[config.mk]
export PLATFORM = sky130hd
export DESIGN_NAME = multicycle_ctrl
export DESIGN_NICKNAME = d
export VERILOG_FILES = /design/src/rtl/mcpu_pkg.sv /design/src/rtl/multicycle_ctrl_outdec.sv /design/src/rtl/multicycle_ctrl.sv
export SDC_FILE = /design/constraint.sdc
export NUM_CORES = 1
export LEC_CHECK = 0
export ABC_AREA = 1
export CAP_MARGIN = 5
export CORE_ASPECT_RATIO = 0.9
export CORE_UTILIZATION = 40
export CTS_BUF_LIST = sky130_fd_sc_hd__clkbuf_8
export DETAILED_ROUTE_END_ITERATION = 10
export DONT_BUFFER_PORTS = 1
export PLACE_DENSITY_LB_ADDON = 0.2
export SYNTH_ARGS = -nofsm -noshare
export SYNTH_HDL_FRONTEND = slang
export SYNTH_SLANG_ARGS = --single-unit
[constraint.sdc]
create_clock -name clk -period 1.9 [get_ports clk]
set_clock_uncertainty 0.1 [all_clocks]
set_input_delay 0.38 -clock clk [delete_from_list [all_inputs] [get_ports clk]]
set_output_delay 0.38 -clock clk [all_outputs]
set_load 0.05 [all_outputs]
[src/rtl/mcpu_pkg.sv]
// Shared definitions for the multi-cycle MIPS control path: opcodes, FSM states
// and the encodings of the datapath select/ALU control fields.
package mcpu_pkg;

    localparam logic [5:0] OP_RTYPE = 6'h00;
    localparam logic [5:0] OP_J     = 6'h02;
    localparam logic [5:0] OP_JAL   = 6'h03;
    localparam logic [5:0] OP_BEQ   = 6'h04;
    localparam logic [5:0] OP_BNE   = 6'h05;
    localparam logic [5:0] OP_ADDI  = 6'h08;
    localparam logic [5:0] OP_LW    = 6'h23;
    localparam logic [5:0] OP_SW    = 6'h2B;

    localparam int STATE_W = 4;

    typedef enum logic [STATE_W-1:0] {
        S_IDLE,
        S_FETCH,
        S_DECODE,
        S_MEM_ADDR,
        S_MEM_RD,
        S_MEM_WB,
        S_MEM_WR,
        S_EXEC,
        S_ALU_WB,
        S_BRANCH,
        S_JUMP,
        S_TRAP
    } state_t;

    localparam logic [1:0] ALU_ADD   = 2'b00;
    localparam logic [1:0] ALU_SUB   = 2'b01;
    localparam logic [1:0] ALU_FUNCT = 2'b10;
    localparam logic [1:0] ALU_OTHER = 2'b11;

    localparam logic [1:0] SRCB_REGB    = 2'b00;
    localparam logic [1:0] SRCB_FOUR    = 2'b01;
    localparam logic [1:0] SRCB_IMM     = 2'b10;
    localparam logic [1:0] SRCB_IMM_SH2 = 2'b11;

    localparam logic [1:0] PCSRC_ALU    = 2'b00;
    localparam logic [1:0] PCSRC_ALUOUT = 2'b01;
    localparam logic [1:0] PCSRC_JUMP   = 2'b10;

endpackage

[src/rtl/multicycle_ctrl_outdec.sv]
// Control-output decode for the multi-cycle FSM: Moore on state, except the
// FETCH IR/PC loads which follow mem_ready. Build option: ILLEGAL_OP_TRAP_EN.
module multicycle_ctrl_outdec
    import mcpu_pkg::*;
(
    input  logic [STATE_W-1:0] state,
    input  logic [5:0]         opcode,
    input  logic               mem_ready,
    output logic               pc_write,
    output logic               pc_write_beq,
    output logic               pc_write_bne,
    output logic [1:0]         pc_src,
    output logic               ir_write,
    output logic               iord,
    output logic               mem_enable,
    output logic               mem_read,
    output logic               mem_write,
    output logic               mem_to_reg,
    output logic               regdst,
    output logic               reg_write,
    output logic               jal,
    output logic               alu_src_a,
    output logic [1:0]         alu_src_b,
    output logic [1:0]         alu_op,
    output logic               trap
);

    always_comb begin
        pc_write     = 1'b0;
        pc_write_beq = 1'b0;
        pc_write_bne = 1'b0;
        pc_src       = PCSRC_ALU;
        ir_write     = 1'b0;
        iord         = 1'b0;
        mem_enable   = 1'b1;
        mem_read     = 1'b1;
        mem_write    = 1'b1;
        mem_to_reg   = 1'b0;
        regdst       = 1'b0;
        reg_write    = 1'b0;
        jal          = 1'b0;
        alu_src_a    = 1'b0;
        alu_src_b    = SRCB_REGB;
        alu_op       = ALU_ADD;
        trap         = 1'b0;

        case (state)
            S_FETCH: begin
                mem_enable = 1'b0;
                mem_read   = 1'b0;
                alu_src_b  = SRCB_FOUR;
                ir_write   = mem_ready;
                pc_write   = mem_ready;
            end
            S_DECODE: begin
                alu_src_b = SRCB_IMM_SH2;
            end
            S_MEM_ADDR: begin
                alu_src_a = 1'b1;
                alu_src_b = SRCB_IMM;
            end
            S_MEM_RD: begin
                iord       = 1'b1;
                mem_enable = 1'b0;
                mem_read   = 1'b0;
            end
            S_MEM_WB: begin
                reg_write  = 1'b1;
                mem_to_reg = 1'b1;
            end
            S_MEM_WR: begin
                iord       = 1'b1;
                mem_enable = 1'b0;
                mem_write  = 1'b0;
            end
            S_EXEC: begin
                alu_src_a = 1'b1;
                if (opcode == OP_RTYPE) begin
                    alu_src_b = SRCB_REGB;
                    alu_op    = ALU_FUNCT;
                end else begin
                    alu_src_b = SRCB_IMM;
                    alu_op    = ALU_ADD;
                end
            end
            S_ALU_WB: begin
                reg_write = 1'b1;
                regdst    = (opcode == OP_RTYPE);
            end
            S_BRANCH: begin
                alu_src_a    = 1'b1;
                alu_src_b    = SRCB_REGB;
                alu_op       = ALU_SUB;
                pc_src       = PCSRC_ALUOUT;
                pc_write_beq = (opcode == OP_BEQ);
                pc_write_bne = (opcode == OP_BNE);
            end
            S_JUMP: begin
                pc_write  = 1'b1;
                pc_src    = PCSRC_JUMP;
                jal       = (opcode == OP_JAL);
                reg_write = (opcode == OP_JAL);
            end
            S_TRAP: begin
`ifdef ILLEGAL_OP_TRAP_EN
                trap = 1'b1;
`endif
            end
            default: ;
        endcase
    end

endmodule

[src/rtl/multicycle_ctrl.sv]
// Multi-cycle MIPS control FSM: state register, next-state decode and the
// retired-instruction counter. Build option: ILLEGAL_OP_TRAP_EN.
//
// state    | meaning
// IDLE     | one cycle after reset, all strobes inactive
// FETCH    | read instruction at PC, PC+4; waits on mem_ready
// DECODE   | branch target into ALUOut, dispatch on opcode
// MEM_ADDR | base + sext(imm) address for LW/SW
// MEM_RD   | data read at ALUOut; waits on mem_ready
// MEM_WB   | MDR written to register file
// MEM_WR   | data write at ALUOut; waits on mem_ready
// EXEC     | R-type or ADDI ALU operation
// ALU_WB   | ALU result written to register file
// BRANCH   | compare regA/regB, conditional PC load
// JUMP     | PC <- jump target, JAL link write
// TRAP     | illegal opcode, held until reset
module multicycle_ctrl
    import mcpu_pkg::*;
#(
    parameter int CNT_W = 32
) (
    input  logic             clk,
    input  logic             rst_n,
    input  logic [5:0]       opcode,
    input  logic             zero,
    input  logic             mem_ready,
    output logic             pc_write,
    output logic             pc_write_beq,
    output logic             pc_write_bne,
    output logic [1:0]       pc_src,
    output logic             ir_write,
    output logic             iord,
    output logic             mem_enable,
    output logic             mem_read,
    output logic             mem_write,
    output logic             mem_to_reg,
    output logic             regdst,
    output logic             reg_write,
    output logic             jal,
    output logic             alu_src_a,
    output logic [1:0]       alu_src_b,
    output logic [1:0]       alu_op,
    output logic             trap,
    output logic [CNT_W-1:0] retired
);

    state_t state;
    state_t state_next;
    logic   retire;
    logic   unused_zero;

    // branch outcome is resolved in the datapath, not here
    assign unused_zero = zero;

    always_ff @(posedge clk or negedge rst_n) begin
        if (!rst_n) begin
            state <= S_IDLE;
        end else begin
            state <= state_next;
        end
    end

    always_comb begin
        state_next = state;
        case (state)
            S_IDLE:   state_next = S_FETCH;
            S_FETCH:  if (mem_ready) state_next = S_DECODE;
            S_DECODE: begin
                case (opcode)
                    OP_LW, OP_SW:      state_next = S_MEM_ADDR;
                    OP_RTYPE, OP_ADDI: state_next = S_EXEC;
                    OP_BEQ, OP_BNE:    state_next = S_BRANCH;
                    OP_J, OP_JAL:      state_next = S_JUMP;
`ifdef ILLEGAL_OP_TRAP_EN
                    default:           state_next = S_TRAP;
`else
                    default:           state_next = S_FETCH;
`endif
                endcase
            end
            S_MEM_ADDR: state_next = (opcode == OP_SW) ? S_MEM_WR : S_MEM_RD;
            S_MEM_RD:   if (mem_ready) state_next = S_MEM_WB;
            S_MEM_WB:   state_next = S_FETCH;
            S_MEM_WR:   if (mem_ready) state_next = S_FETCH;
            S_EXEC:     state_next = S_ALU_WB;
            S_ALU_WB:   state_next = S_FETCH;
            S_BRANCH:   state_next = S_FETCH;
            S_JUMP:     state_next = S_FETCH;
            S_TRAP:     state_next = S_TRAP;
            default:    state_next = S_IDLE;
        endcase
    end

    // DECODE->FETCH for an unlisted opcode is a NOP and deliberately not counted
    assign retire = (state_next == S_FETCH) &&
                    (state inside {S_MEM_WB, S_MEM_WR, S_ALU_WB, S_BRANCH, S_JUMP});

    always_ff @(posedge clk or negedge rst_n) begin
        if (!rst_n) begin
            retired <= '0;
        end else if (retire) begin
            retired <= retired + CNT_W'(1);
        end
    end

    multicycle_ctrl_outdec u_outdec (
        .state        (state),
        .opcode       (opcode),
        .mem_ready    (mem_ready),
        .pc_write     (pc_write),
        .pc_write_beq (pc_write_beq),
        .pc_write_bne (pc_write_bne),
        .pc_src       (pc_src),
        .ir_write     (ir_write),
        .iord         (iord),
        .mem_enable   (mem_enable),
        .mem_read     (mem_read),
        .mem_write    (mem_write),
        .mem_to_reg   (mem_to_reg),
        .regdst       (regdst),
        .reg_write    (reg_write),
        .jal          (jal),
        .alu_src_a    (alu_src_a),
        .alu_src_b    (alu_src_b),
        .alu_op       (alu_op),
        .trap         (trap)
    );

endmodule

# ---- Yosys cells after proc, flatten, opt, wreduce, memory -nomap -nowiden
# Index checks and enable logic that the tools add are counted.
dict set report classes {
  add_sub_neg 1
  multipliers 0
  div_mod_pow 0
  n_lt_le_gt_ge 0
  n_eq_ne 19
  n_shift 0
  mux 24
  n_bitwise 0
  reduce_logical 14
}
# cell n
set ops {}
lappend ops {{adder 32 x 1 -> 32 bit (second input constant)} 1}
lappend ops {{one-hot mux 4 bit (8 select lines)} 1}
lappend ops {{== test 4 x 3 -> 1 bit (second input constant)} 4}
lappend ops {{== test 4 bit (second input constant)} 4}
lappend ops {{one-hot mux 4 bit (4 select lines)} 1}
lappend ops {{OR reduction 2 bit} 7}
lappend ops {{== test 6 x 2 -> 1 bit (second input constant)} 2}
lappend ops {{== test 6 x 3 -> 1 bit (second input constant)} 2}
lappend ops {{== test 6 bit (second input constant)} 2}
lappend ops {{2-to-1 mux 4 bit} 3}
lappend ops {{2-to-1 mux 1 bit} 11}
lappend ops {{== test 4 x 1 -> 1 bit (second input constant)} 2}
lappend ops {{== test 4 x 2 -> 1 bit (second input constant)} 2}
lappend ops {{one-hot mux 2 bit (2 select lines)} 2}
lappend ops {{one-hot mux 2 bit (4 select lines)} 1}
lappend ops {{== test 6 x 4 -> 1 bit (second input constant)} 1}
lappend ops {{zero test 6 bit} 1}
lappend ops {{2-to-1 mux 2 bit} 3}
lappend ops {{OR reduction 3 bit} 2}
lappend ops {{nonzero test 5 bit} 1}
lappend ops {{OR reduction 5 bit} 1}
lappend ops {{zero test 4 bit} 1}
lappend ops {{one-hot mux 1 bit (2 select lines)} 2}
lappend ops {{logical AND 1 bit} 1}
dict set report totals {
  ff_bits 36
  latchBits 0
  mem_bits_rw 0
  romBits 0
  in_bits 10
  output_inout_bits 52
  n_memories 0
}

# ---- Logic depth before layout (Yosys ltp)
# Gate-level depths: netlist of the first run.
dict set report depth {
  ltp_word 6
  mapped_depth 11
  depth_no_buf 10
}

# ---- Cells and area by module
# Synthesis of the first run repeated with hierarchy kept, for this count alone.
dict set report unflattened {
  hier_cells 472
  hier_area_um2 2836.5
}
# mod instances cells_per_inst area_each_um2 seq_area_each_um2
set modules_own_cells {}
lappend modules_own_cells {multicycle_ctrl 1 417 2577.5 900.9}
lappend modules_own_cells {multicycle_ctrl_outdec 1 55 259.0 0.0}

# ---- Worst setup path before layout of the first run
# OpenSTA, ideal clock, no wires.
dict set report synth_timing {
  path_type {register to output}
  start {register state[2]}
  end {output reg_write}
  arrival_ns 3.069
  path_slack_ns -1.649
  stages_incl_launch_ff 7
  path_buffers 0
  cell_sequence {dfrtp_1 -> inv_2 -> nand2_1 -> nor2_1 -> inv_1 -> nor3_1 -> or3_1}
}
dict set report synth_between {
  elab_chain_cells 3
}
# element line_no
set synth_rtl {}
lappend synth_rtl {{start: declaration} multicycle_ctrl.sv:47} ;# state_t state;
lappend synth_rtl {{start signal: assignment} multicycle_ctrl.sv:59} ;# state <= state_next;
lappend synth_rtl {{== test 4 x 3 -> 1 bit / == test 4 bit (equally long branches)} multicycle_ctrl_outdec.sv:47} ;# case (state)
lappend synth_rtl {{OR reduction 2 bit (no line)} -}
lappend synth_rtl {{one-hot mux 1 bit (2 select lines) *} multicycle_ctrl_outdec.sv:47}
lappend synth_rtl {{end: declaration} multicycle_ctrl.sv:38} ;# output logic reg_write,
# Mark *: on every way between the ends. The rest lies on a longest branch, timed or not.

# ---- Final worst setup path of the first run
dict set report layout_timing {
  start {register state[3]}
  end {output reg_write}
}
# The elaborated chain is that of the path after synthesis.

==> impl_summary.md, run 1 <==
Clock network
Buffers inserted during clock tree synthesis total 5. Clock-pin slew was measured on the worst setup and hold paths at around 60 ps. CTS placed an instance of sky130_fd_sc_hd__clkbuf_8 at the clock tree root. The clock tree from TritonCTS is built.

The clock latency at the later pin of the worst-skew pair is 300 ps. The number of H-tree levels is 2. In this run the deepest clock path goes through 2 buffers.

The number of sinks on the clock net is 36.

Synth
The top cell type by total area after synthesis is sky130_fd_sc_hd__dfrtp_1. The mean instance size in the synthesized netlist is between 6 and 7 sq um. Of the post-synthesis cell area, the dominant cell type holds 31.73%.

Among all flip-flop cells after synthesis, the most frequent one is sky130_fd_sc_hd__dfrtp_1. In this run, distinct cell masters in the synthesized netlist total 27. The register bit count reported by yosys is 36.

After synthesis, the share of flip-flops with an asynchronous set or reset is 100.0%. Yosys mapped a number of flops with a built-in enable equal to 0. The synthesis warning total is 0.

The cell count after synthesis is ~450. The post-synthesis cell area is between 2000 and 3000 sq um. Sequential cells were found to cover 31.73% of the synthesized design area. The total nets after synthesis is 465. After synthesis, the cell types taking the most area are sky130_fd_sc_hd__dfrtp_1 (32%), sky130_fd_sc_hd__nand2_1 (24%), sky130_fd_sc_hd__nor2_1 (11%).

Setup path
Among all stages on the critical path, the largest delay is contributed by sky130_fd_sc_hd__or3_4. The worst setup path category is register to output pin. The critical path startpoint category is a register. Walking the worst path, the cells encountered are inv_2, nand2_4, buf_6, nor2_2, buf_6, or3_4. The register-to-register setup slack is -210 ps. The endpoint class of the critical path is an output pin. The number of buffer and inverter stages on the critical path is 3. Among cell families on the critical path, the largest total delay comes from simple AND/OR/NAND/NOR gates. The largest fanout on the critical path is 4. For this run, the slowest stage of the critical path takes 480 ps. The most numerous cell type found on the critical path is sky130_fd_sc_hd__buf_6. For the worst setup path, the data required time is 1420 ps.

For the worst setup path, the data arrival time is 1670 ps.

Timing
Based on the critical path, the design can be clocked at up to 465.4 MHz. Hold timing on the final database bottoms out at a slack of between 200 and 300 ps. The minimum period implied by the final worst setup slack is 2149 ps. The final-layout setup total negative slack is -8434 ps. Setup repair after global routing could not meet its margin everywhere. The number of hold-slack violations in the final timing report is 0. Setup violations remaining at the end of the flow were counted as 48.

Of the available clock period, the critical path in the final layout requires 113.1%. The count of pins over their slew limit is 0. After layout, the worst setup slack is -248.8 ps.

Detailed routing
The number of remaining DRC errors is 0. The detailed router's first-iteration violation count is 260. The via density per instance is 5.444. The pre-antenna-repair detailed-routing pass consisted of 5 iterations. For this block, the routed nets add up to 10.55 mm of wire. The detailed-route via count is 3566. After detailed routing, the average wire length per cell comes to 16.11 microns. Once detail routing completed, the nets flagged for antenna violations numbered 0.

Die
The area inside the core boundary is approximately 6700 sq um. The die height is 81.93 microns. The initial utilization of the core area, before any placement, comes to 42.21%.

The count of standard-cell rows is 28. The width of the die is 90.81 microns. During I/O placement, the number of pins put on the boundary was 62. The die covers 7439 sq um.

Worst hold path
The class of the most critical hold timing path is primary input to register.

Power
Across the VDD grid, the largest voltage drop is 0.0007214 V. The leakage power summed over all cells is ~0.0022 uW. For this design the ratio of total power to cell area is 1208 nW/um^2.

Finish
Leaving out fill and tap cells, the most frequent cell in the layout is sky130_fd_sc_hd__nand2_1. The layout filler cell count is 540. The number of cells in the finished layout apart from fillers is between 600 and 700.

Of the cells placed in the final design, the portion with a size suffix greater than 1 is 31.86%. With fillers left out, the area of the finished cells amounts to 4410 sq um. In the final design database the tool counted 575 nets. In the layout the commonest cells are sky130_fd_sc_hd__nand2_1 (180), sky130_fd_sc_hd__buf_4 (76), sky130_fd_sc_hd__nor2_1 (67), sky130_fd_sc_hd__nand4_1 (36), sky130_fd_sc_hd__dfrtp_1 (34). The count of antenna diodes in the layout is 0.

The area overhead of the layout relative to synthesis is 55.35%. Once layout is complete, the utilization of the core stands at 65.57%.

Placed design
Routability-driven placement finished with a final weighted congestion of 0.9335. Detailed placement ended at an HPWL of 6.605 mm. Input and output buffers added on the ports amount to 0. Summing all placed instances gives a cell area of approximately 3700 sq um.

The number of cells after detailed placement is about 620.

GRT
The largest net degree at the start of global routing is 37. The total global routing overflow is 0. The global-route wire length before repair is approximately 16 mm. The initial antenna violation count is 0. The number of global-route vias before repair came to 3362.

In the global route stage, overall resource usage came out at 27.59%.

Outcome
The checks that failed: negative setup slack. The run finished, with violations left.

Job
The reported max-cap violation count is 0.
## cell type report
cell class                      instances  area, sq um  area share [%]
Multi-Input combinational cell        369         1939           43.97
Timing Repair Buffer                  116         1185           26.87
Inverter                               36        143.9           3.262
Clock buffer                            7        96.34           2.184
Sequential cell                        36        903.4           20.48
Clock inverter                          1        30.03          0.6809
Tap cell                               90        112.6           2.553
## tightest hold or removal path, delay by kind of cell
kind             cells  cell delay [ps]
and+or+nand+nor      3              210
## stage by stage
step                total power (uW)  setup slack, ps
finish                          5330           -248.8
global route                    5513           -291.1
CTS                             4967           -190.3
detailed placement              3314           -270.0
global placement                3276           -211.4
floorplan                       2516           -394.8
## registers in the layout, indices dropped and copies added (netlist names)
register,count
state,4
retired,32
## report_power, final
group	total, uW	switching, uW	internal [uW]
Sequential	903	81.0	822
Clock	770	306	463
Combinational	3660	2120	1530
Total	5330	2510	2820
## per-layer routing
| layer | track usage, % | wire [microns] | vias up |
|---|---|---|---|
| met4 | 11.27 | 361 | 0 |
| met2 | 49.17 | 4992 | 184 |
| met5 | 0 | 0 | - |
| li1 | - | - | 1670 |
| met3 | 5.185 | 909 | 37 |
| met1 | 33.26 | 4290 | 1675 |
## cells by family after synthesis
logic type                 Yosys count  synth area share, %
other                                1               0.1321
xor gates and xnor gates            15                4.627
DFF                                 36                31.73
adders and majority gates            1               0.4407
and+or+nand+nor                    345                53.28
buffers and inverters               50                8.594
AOI/OAI and AO/OA                    6                1.190
## cells in the mapped netlist (2+ instances only)
cell type	instances
sky130_fd_sc_hd__nor3_1	3
sky130_fd_sc_hd__buf_2	3
sky130_fd_sc_hd__a21oi_1	2
sky130_fd_sc_hd__dfrtp_1	36
sky130_fd_sc_hd__nor2_2	3
sky130_fd_sc_hd__nand3_1	12
sky130_fd_sc_hd__nand3b_1	13
sky130_fd_sc_hd__inv_2	5
sky130_fd_sc_hd__buf_4	2
sky130_fd_sc_hd__nand2_1	184
sky130_fd_sc_hd__buf_6	6
sky130_fd_sc_hd__xor2_1	11
sky130_fd_sc_hd__nand2_2	4
sky130_fd_sc_hd__clkbuf_1	3
sky130_fd_sc_hd__o21ai_0	3
sky130_fd_sc_hd__nor2_4	3
sky130_fd_sc_hd__xnor2_1	4
sky130_fd_sc_hd__inv_1	31
sky130_fd_sc_hd__nor2_1	83
sky130_fd_sc_hd__nand4_1	36
## timing repair
| action | in CTS | in global routing |
|---|---|---|
| hold buffers | 2 | 0 |
| cloned | 2 | 2 |
| hold endpoints to repair | 36 | 0 |
| setup endpoints to repair | 50 | 51 |
| resized for setup | 53 | 21 |
| setup buffers | 18 | 7 |
| pin swaps | 16 | 11 |
## worst paths after layout
path | endpoint | cells past startpoint | startpoint
worst max-delay path | reg_write | 6 | state[3]$_DFF_PN0_
worst min-delay path | state[2]$_DFF_PN0_ | 3 | opcode[2]
worst max register to register | retired[16]$_DFFE_PN0P_ | 13 | state[2]$_DFF_PN0_
worst min register to register | retired[1]$_DFFE_PN0P_ | 2 | retired[1]$_DFFE_PN0P_
max in group asynchronous | state[0]$_DFF_PN0_ | 2 | rst_n
min in group asynchronous | retired[19]$_DFFE_PN0P_ | 2 | rst_n
No activity file was read; power rests on OpenSTA's default activity.
==> run 2, diff against run 1 <==
--- a/config.mk
+++ b/config.mk
@@ -8,6 +8,7 @@
 export ABC_AREA = 1
 export CAP_MARGIN = 5
 export CORE_ASPECT_RATIO = 0.9
+export CORE_MARGIN = 4
 export CORE_UTILIZATION = 40
 export CTS_BUF_LIST = sky130_fd_sc_hd__clkbuf_8
 export DETAILED_ROUTE_END_ITERATION = 10
==> run 2 against run 1 <==
  * The flow still finishes with violations (negative setup slack)
  * Total power is 4.1% lower
  * Worst setup slack better by 10 ps
  * Fmax is 0.48% higher
  * Global-route usage is 4.5 points lower
  * Critical endpoint unchanged
  * Highest routed layer unchanged
==> impl_summary.md, run 2 (synthesized netlist as in run 1, its figures left out) <==
Setup path
On the worst path, the slowest cell contributes a delay of around 440 ps. At the worst endpoint, the arrival time is 1660 ps. The family of cells with the greatest summed delay on the critical path is simple AND/OR/NAND/NOR gates.

Counting stages on the worst path, the most repeated cell is sky130_fd_sc_hd__inv_2. STA classifies the critical path startpoint as a register. In this run the worst path has a maximum fanout of 5. The critical path data required time is 1420 ps. The worst setup path is of the register to output pin kind. Walking the worst path, the cells encountered are inv_2, nand2_4, buf_6, nor2_4, inv_2, nor3_4, or3_4. The endpoint class of the critical path is an output pin. The slowest cell on the critical path is sky130_fd_sc_hd__dfrtp_1. The critical path contains buffers and inverters numbering 3 combined.

Die
The initial utilization of the core area, before any placement, comes to a little over two fifths. The region available for standard cell placement spans 6726 sq um. The die covers between 8000 and 9000 sq um. The number of top-level pins is 62. Row generation in the floorplan step produced 28 rows.

The die height is 87.93 microns. The width of the die is 96.81 microns.

Placed design
Once placement completed, the tool counted placed cells totaling 619. The pre-CTS setup slack is -253.6 ps. The HPWL after detailed placement is 6.674 mm.

In this run the tool buffered the top-level ports with 0 buffer cells. Routability-driven placement finished with a final weighted congestion of 0.9011. The total placed instance area is 3726 sq um.

Clock network
The clock tree from TritonCTS is built. The maximum buffer depth of the clock tree is 2. For the worst-skew pair, the clock arrives at the later sink with an insertion delay of 290 ps. In this run, CTS created clock tree buffers numbering 5. The number of sinks on the clock net is 36.

Clock-pin slew was measured on the worst setup and hold paths at 70 ps. In this run the number of H-tree levels came out at 2. The cell sitting at the root of the clock tree is a sky130_fd_sc_hd__clkbuf_8.

Power
In this run switching power makes up 47.36% of total power. Sequential cells account for between 15 and 20% of the total power. The share of total power dissipated in combinational logic is 69.4%. In this run, the clock network consumes 13.2% of the power. The total power per unit cell area is 1174 nW/um^2. The leakage power summed over all cells is 0.002186 uW. The internal cell power is about 2700 uW. Power comes to between 5000 and 6000 uW. The worst voltage drop across the vdd grid is 0.0006085 V. The analysis attributes to net switching a power of 2420 uW.

Detailed routing
The detailed-route via count is ~3400. The detailed-routing iteration count for the pre-antenna-repair pass is 4. In this run, the number of DRC markers left after iteration 0 of detailed routing was 202.

The number of remaining DRC errors is 0. Dividing the detail-routed wire length by the instance count gives 15.39 microns. The routed design has 10.03 mm of wire.

Using the TritonRoute via totals, the vias-per-cell ratio works out to 5.268. The detail route stage leaves a number of antenna-violating nets equal to 0.

Timing
In the finished design, the share of the clock period the worst path needs comes to 112.6%. Setup repair after global routing could not meet its margin everywhere. The worst setup margin is -238.6 ps. For this run, the top clock speed supported by timing is 467.6 MHz.

The count of pins over their slew limit came to 0. Counting I/O delays and the setup requirement, the final critical path takes 2139 ps. The final-layout setup total negative slack is -7295 ps.

The final setup violation count is 47. The number of hold-slack violations in the final timing report is 0.

GRT
The first global-routing pass estimated 16.04 mm of wire. The initial antenna violation count is 0. For this run, the total global-route usage over all layers was measured as 23.13%. The largest net degree at the start of global routing is 37. The number of global-route vias before repair came to ~3300. After global routing the overflow that remains totals 0.

Finish
The number of flip-flops in the largest register is 32. For this run, the post-layout net count is 572. The library cell used most frequently in the layout, excluding fill and tap cells, is sky130_fd_sc_hd__nand2_1.

The ratio of cells with drive above 1 in the final layout is 31.14%. The largest registers in the layout are retired x32, state x4. Fill cells in the final layout number 581.

The count of antenna diodes in the layout is 0. After routing the design area is 4353 sq um. The register with the highest flop count is retired. Compared with the post-synthesis result, the final layout area differs by 53.33%. The library cells used most frequently in the layout, excluding fill and tap cells, are sky130_fd_sc_hd__nand2_1 (179), sky130_fd_sc_hd__buf_4 (77), sky130_fd_sc_hd__nor2_1 (69), sky130_fd_sc_hd__nand4_1 (36), sky130_fd_sc_hd__dfrtp_1 (35). The count of cells in the finished layout, fillers not included, comes to 652. The area taken by multi-input logic gates is 1918 sq um.

Summing all flip-flop and latch instances after layout gives approximately 900 sq um.

Outcome
The flow ran to the end, but the final reports show violations. The checks that failed: negative setup slack.

Job
The reported max-cap violation count is 0.

Worst hold path
The class of the most critical hold timing path is primary input to register.
[run 2: cell count changes in the layout (fill, tap and decap cells not counted), moves of 2 or more]
cell / delta
sky130_fd_sc_hd__buf_16: +2
sky130_fd_sc_hd__buf_6: -5
sky130_fd_sc_hd__clkbuf_8: -2
sky130_fd_sc_hd__inv_2: +2
sky130_fd_sc_hd__nor2_1: +2
sky130_fd_sc_hd__nor2_2: +3
sky130_fd_sc_hd__nor2_4: -5
[run 2: path summary, 6_finish.rpt]
kind | slack (ps) | to | start | cells after the start
worst max-delay path | -240 | reg_write | state[0]$_DFF_PN0_ | 7
worst min-delay path | 260 | state[2]$_DFF_PN0_ | opcode[2] | 3
worst max register to register | -200 | retired[18]$_DFFE_PN0P_ | state[2]$_DFF_PN0_ | 11
worst min register to register | 450 | retired[31]$_DFFE_PN0P_ | retired[31]$_DFFE_PN0P_ | 2
max in group asynchronous | 1010 | state[3]$_DFF_PN0_ | rst_n | 2
min in group asynchronous | 490 | retired[16]$_DFFE_PN0P_ | rst_n | 2
[run 2: worst reg2reg max path, delay by kind of cell, from the launching register on]
family	cells	cell delay (ps)
AO/OA/AOI/OAI	1	170
buffers and inverters	6	720
flip-flops	1	450
AND/OR/NAND/NOR	4	610
[run 2: final cells by class]
type	instances	share of cell area [%]
multi-input combinational	369	44.06
timing repair buffer	113	26.90
sequential	36	20.72
inverter	36	3.248
tap	90	2.587
clock buffer	5	1.581
clock inverter	3	0.8911
[run 2: timing repair]
action | in CTS | in global routing
gates resized for setup | 34 | 28
pin swaps | 10 | 12
setup endpoints to repair | 49 | 52
gates cloned | 3 | 1
setup buffers | 18 | 3
hold buffers | 2 | 0
endpoints found under the hold margin | 36 | 0
[run 2: through the flow]
step | hold slack, ps | utilization (%)
floorplan | -15.59 | -
global placement | -14.56 | 55.39
detailed placement | -14.89 | 55.39
CTS | 256.2 | 62.56
global route | 285.7 | 64.71
finish | 258.2 | 64.71
[run 2: power by group through the flow]
stage | clock, uW | sequential, uW | combinational (uW)
global placement | 0 | 896 | 2370
detailed placement | 0 | 897 | 2400
floorplan | 0 | 971 | 1550
CTS | 682 | 884 | 3220
finish | 673 | 892 | 3540
global route | 730 | 898 | 3690
[run 2: routing by layer]
layer  GRT usage, %  share of wire (%)  vias up
met2          39.41                 46      136
met1          30.04                 44     1622
met5              0                  0        -
met3          4.857                7.6       21
li1               -                  -     1656
met4          6.633                2.3        0
